<file path="config.mk">
export PLATFORM = sky130hd
export DESIGN_NAME = d_flop
export DESIGN_NICKNAME = d
export VERILOG_FILES = /design/src/rtl/d_flop.sv
export SDC_FILE = /design/constraint.sdc
export NUM_CORES = 1
export LEC_CHECK = 0
export BUFFER_PORTS_ARGS = -buffer_cell sky130_fd_sc_hd__buf_4
export CORE_ASPECT_RATIO = 0.75
export CORE_MARGIN = 3
export CORE_UTILIZATION = 30
export DETAILED_ROUTE_END_ITERATION = 10
export GPL_ROUTABILITY_DRIVEN = 0
export SLEW_MARGIN = 20
export SYNTH_ARGS = -nofsm -noshare
export SYNTH_HDL_FRONTEND = slang
export SYNTH_SLANG_ARGS = --single-unit
</file>
<file path="constraint.sdc">
create_clock -name clk -period 3.3 [get_ports clk]
set_input_delay 0.165 -clock clk [delete_from_list [all_inputs] [get_ports clk]]
set_output_delay 0.165 -clock clk [all_outputs]
set_load 0.01 [all_outputs]
</file>
<file path="src/rtl/d_flop.sv">
// Parameterisable capture pipeline with registered edge flags and a transition counter.
// Optional clock enable input is compiled in when D_FLOP_CE_EN is defined.
module d_flop #(
  parameter int                 WIDTH     = 1,
  parameter int                 STAGES    = 1,
  parameter logic [WIDTH-1:0]   RESET_VAL = {WIDTH{1'b0}},
  parameter int                 CNT_W     = 16
) (
  input  logic             clk,
  input  logic             rst,
`ifdef D_FLOP_CE_EN
  input  logic             ce,
`endif
  input  logic [WIDTH-1:0] d,
  output logic [WIDTH-1:0] q,
  output logic             q_rise,
  output logic             q_fall,
  output logic             q_chg,
  output logic [CNT_W-1:0] chg_cnt
);

  localparam logic [CNT_W-1:0] CNT_ONE = {{(CNT_W-1){1'b0}}, 1'b1};

  logic [WIDTH-1:0] stage_q [STAGES];
  logic [WIDTH-1:0] stage_d [STAGES];
  logic             rise_q, fall_q, chg_q;
  logic             rise_d, fall_d, chg_d;
  logic [CNT_W-1:0] cnt_q, cnt_d;
  logic             en_s;

`ifdef D_FLOP_CE_EN
  assign en_s = ce;
`else
  assign en_s = 1'b1;
`endif

  // Next-state: shift the pipeline and derive flags from new q versus the current q
  // (the current last stage is the prior-cycle value of q).
  always_comb begin
    stage_d = stage_q;
    if (en_s) begin
      stage_d[0] = d;
      for (int i = 1; i < STAGES; i++) begin
        stage_d[i] = stage_q[i-1];
      end
    end else begin
      stage_d = stage_q;
    end
    chg_d  = en_s & (stage_d[STAGES-1] != stage_q[STAGES-1]);
    rise_d = en_s & stage_d[STAGES-1][0] & ~stage_q[STAGES-1][0];
    fall_d = en_s & ~stage_d[STAGES-1][0] & stage_q[STAGES-1][0];
    if (chg_d) begin
      cnt_d = cnt_q + CNT_ONE;
    end else begin
      cnt_d = cnt_q;
    end
  end

  // State registers; reset discards every in-flight stage.
  always_ff @(posedge clk or posedge rst) begin
    if (rst) begin
      for (int i = 0; i < STAGES; i++) begin
        stage_q[i] <= RESET_VAL;
      end
      rise_q <= 1'b0;
      fall_q <= 1'b0;
      chg_q  <= 1'b0;
      cnt_q  <= {CNT_W{1'b0}};
    end else begin
      stage_q <= stage_d;
      rise_q  <= rise_d;
      fall_q  <= fall_d;
      chg_q   <= chg_d;
      cnt_q   <= cnt_d;
    end
  end

  assign q       = stage_q[STAGES-1];
  assign q_rise  = rise_q;
  assign q_fall  = fall_q;
  assign q_chg   = chg_q;
  assign chg_cnt = cnt_q;

endmodule

</file>
**Word level (Yosys, flattened, before mapping)**

Index checks and enable logic that the tools add are counted.

- Flip-flop bits (word level): 20
- Bits in latches: 0
- Bits in writable memories: 0
- Bits in read-only memories: 0
- Output and inout bits: 20
- Memories: 0

- Add/sub/neg operators: 1
- $mul: 0
- Div/mod/pow operators: 0
- $lt $le $gt $ge: 0
- Equality and inequality tests: 1
- Shift-type cells: 0
- Mux-type cells: 0
- Bitwise logic cells: 4
- Reductions and logical operators: 0

Operators with widths:

| operator | number |
|---|---|
| $add 16x1->16 const B | 1 |
| $and 1x1->1 | 2 |
| $not 1->1 | 2 |
| $ne 1x1->1 | 1 |

**Depth between registers and ports, before layout**

- Depth after elaboration: 2
- Mapped depth: 7
- Mapped depth without buffers: 6

**Worst setup path after synthesis**

No wires, ideal clock.

- Path kind: flip-flop to flip-flop
- Start: register stage_q (netlist: q)
- End: register cnt_q[15] (netlist: chg_cnt[15])
- Setup time: 79 ps
- Arrival: 1533 ps
- Data required time: 3221 ps
- Path slack: 1688 ps
- Cell stages (with the launch flop): 7
- Path buffers: 1
- Cells stage by stage: dfrtp_1 -> ha_1 -> and4b_1 -> buf_4 -> nand3_4 -> nor3_2 -> xor2_1

- Cells in the longest elaborated chain, start to end: 1

Ends and longest elaborated chain:

| what | RTL line | text |
|---|---|---|
| from (decl) | 24 | `logic [WIDTH-1:0] stage_q [STAGES];` |
| from (signal assigned) | 70 | `stage_q <= stage_d;` |
| $ne 1x1->1 | 49 | `chg_d = en_s & (stage_d[STAGES-1] != stage_q[STAGES-1]);` |
| to (signal assigned) | 68 | `cnt_q <= {CNT_W{1'b0}};` |
| to (signal assigned) | 74 | `cnt_q <= cnt_d;` |
| to (decl) | 28 | `logic [CNT_W-1:0] cnt_q, cnt_d;` |

No other way between the ends.
A chain may end at the register's enable or synchronous reset.

**Final worst setup path**

Ends and elaborated chain as after synthesis.

==> results.json <==
{
  "clockBufferDepth": 2,
  "clkSlewWorstSetupHoldPaths_ns": 0.06,
  "grt_start_max_net_pins": 21,
  "die_w_um": 67.9,
  "p_clk_share_pct": 22.9,
  "die_area_mm2": 0.00356,
  "core_area_mm2": 0.00268,
  "setup_violations": 0,
  "synth_common_cells": "dfrtp_1 (20), xnor2_1 (10), nand2_1 (5)",
  "antenna_found_initial": 0,
  "p_leak_nw": 0.556,
  "vias_per_cell": 4.26,
  "hold_viol": 0,
  "worstSetupPathType": "flip-flop to flip-flop",
  "pwr-share-seq_pct": 51.8,
  "cts_tree": "built",
  "track_usage_pct": 10.8,
  "critPathRequiredTime_ns": 3.48,
  "yosysMostFrequentCell": "dfrtp_1",
  "die_h_um": 52.4,
  "remaining_drc_errors": 0,
  "status": "finished, final reports clean",
  "met2_length_um": 681,
  "fmax_ghz": 0.581,
  "cts_setup_buffers": 0,
  "area_growth_pct": 28.3,
  "final.period_utilization_pct": 52.2,
  "grt-ovfl-total": 0,
  "final_area_mm2": 0.00111,
  "drtAntennaViolNets": 0,
  "synthCells": 65,
  "pre_cts_ws_ns": 1.58,
  "vias": 533,
  "p_int_mw": 0.464,
  "cts_resized": 0,
  "maxUsedRoutingLayer": "met4",
  "ys_ff_latch": 20,
  "fin_ws_ns": 1.58,
  "drive_gt1_share_pct": 36.0,
  "netSwitchingFraction_pct": 29.7,
  "met1Wirelength_um": 753,
  "grt_pass1_wl_um": 2660,
  "rows": 16,
  "p_comb_share_pct": 25.3,
  "synth.top_cell.area_share_pct": 58.1,
  "worstPathArrival_ns": 1.90,
  "yosys.area.top_type": "dfrtp_1",
  "period_minus_slack_ns": 1.72,
  "synth_warnings": 0,
  "root_buffer": "clkbuf_8",
  "cts_num_sinks": 20,
  "crit_path_end_kind": "flip-flop",
  "final_core_util_pct": 41.2,
  "postCtsHoldBufs": 0,
  "ys.flop_type": "dfrtp_1",
  "report.final.slew_viol_count": 0,
  "rsz0062_at_grt": "false",
  "routed_wl_um": 1550,
  "skew_ns": 0.00116,
  "synth_edf_count": 0,
  "grt_pass1_vias": 572,
  "cp_max_fo": 5,
  "setup-tns-final_ns": 0,
  "drt_iter0_drc": 23,
  "syn-cell-area_um2": 862,
  "post-dp-hpwl_um": 1160,
  "wl_met3_um": 83,
  "cts.htree.levels": 1,
  "switching_power_mw": 0.196,
  "synth.distinct_cells": 20,
  "syn_area_per_cell_um2": 13.3,
  "clk_latency_ns": 0.25,
  "startpoint_type": "flip-flop",
  "hold_class": "input pin to flip-flop",
  "p_per_area_mw_per_mm2": 597,
  "relSlewSlack_pct": 48.1,
  "drtPass1Iterations": 4,
  "cap_viol_max_count": 0,
  "routedWlPerCell_um": 12.4,
  "cts_buffers": 3,
  "seq_area_frac_synth_pct": 58.1,
  "synth_top_cells_by_area": "dfrtp_1 (58%), xnor2_1 (10%), ha_1 (4.4%)",
  "io_buffer_count": 22,
  "syn-num-nets": 71,
  "layout.nets": 97,
  "ir_worst_vdd_uv": 293,
  "io_pins": 23,
  "place_area_mm2": 0.00106,
  "async_flop_share_pct": 100,
  "num_antenna_cells": 0,
  "worst_pin_slew_ns": 0.778,
  "initial_core_util_pct": 32.1
}
[sequential cells by signal, summed over array words and instances (netlist names)]
signal   flops
chg_cnt     16
q            1
q_chg        1
q_fall       1
q_rise       1
[area by class of cell]
class | instances | area [um^2]
fillers | 281 | 1580
flip-flops and latches | 20 | 500
multi-input cells | 40 | 339
repair buffers | 22 | 165
well taps | 36 | 45.0
clock buffers | 3 | 41.3
inverters | 4 | 15.0
[logic make-up (layout without fill, tap and decap cells)]
logic type	after synthesis	after routing	share of synthesized area [%]
AND/OR/NAND/NOR	21	21	17.6
flip-flops	20	20	58.1
XOR/XNOR	15	15	16.1
buffers and inverters	5	29	2.61
adder cells (fa/ha/maj)	3	3	4.35
multiplexers	1	1	1.31
[metal layers]
metal,vias up,GRT usage (%)
met5,-,0
met2,13,16.3
met4,0,5.94
li1,267,-
met1,251,13.0
met3,2,4.51
[path summary, 6_finish.rpt]
kind,to,slack [ns],from,depth (start not counted)
setup / recovery,chg_cnt[15],1.58,q,5
hold / removal,q,0.04,d,1
setup reg to reg,chg_cnt[15],1.58,q,5
hold reg to reg,chg_cnt[15],0.47,chg_cnt[15],1
max in group asynchronous,chg_cnt[8],2.76,rst,2
min in group asynchronous,chg_cnt[3],0.06,rst,2
[power groups by stage]
stage / combinational (mW) / sequential, mW / clock [mW]
2_1_floorplan: 0.0712 / 0.356 / 0
3_3_place_gp: 0.168 / 0.345 / 0
3_5_place_dp: 0.170 / 0.347 / 0
4_1_cts: 0.171 / 0.343 / 0.159
5_1_grt: 0.184 / 0.352 / 0.173
6_report: 0.167 / 0.342 / 0.151
[worst max-delay path: stages, from the launching register on]
cell and delay (ns):
dfrtp_1 0.40, ha_1 0.34, and4b_1 0.43, nand3_4 0.12
nor3_2 0.20, xor2_1 0.15
[cell usage in the layout (no fill, tap or decap)]
cell type  instances
and3_1             2
and3_4             2
and3b_1            1
and4_1             1
and4_4             1
and4b_1            1
buf_4             22
clkbuf_8           3
dfrtp_1           20
ha_1               3
inv_1              4
mux2_2             1
nand2_1            5
nand3_1            3
nand3_4            1
nand4_1            2
nor2_1             1
nor3_2             1
xnor2_1           10
xor2_1             4
xor2_2             1
[metrics by stage]
stage	hold WS, ns	power (mW)	instances
3_3_place_gp	0.296	0.513	122
6_report	0.0392	0.660	125
4_1_cts	0.0331	0.674	125
2_1_floorplan	0.129	0.427	65
5_1_grt	0.0336	0.709	125
3_5_place_dp	0.300	0.518	122
Power figures use the tool's default switching activity.
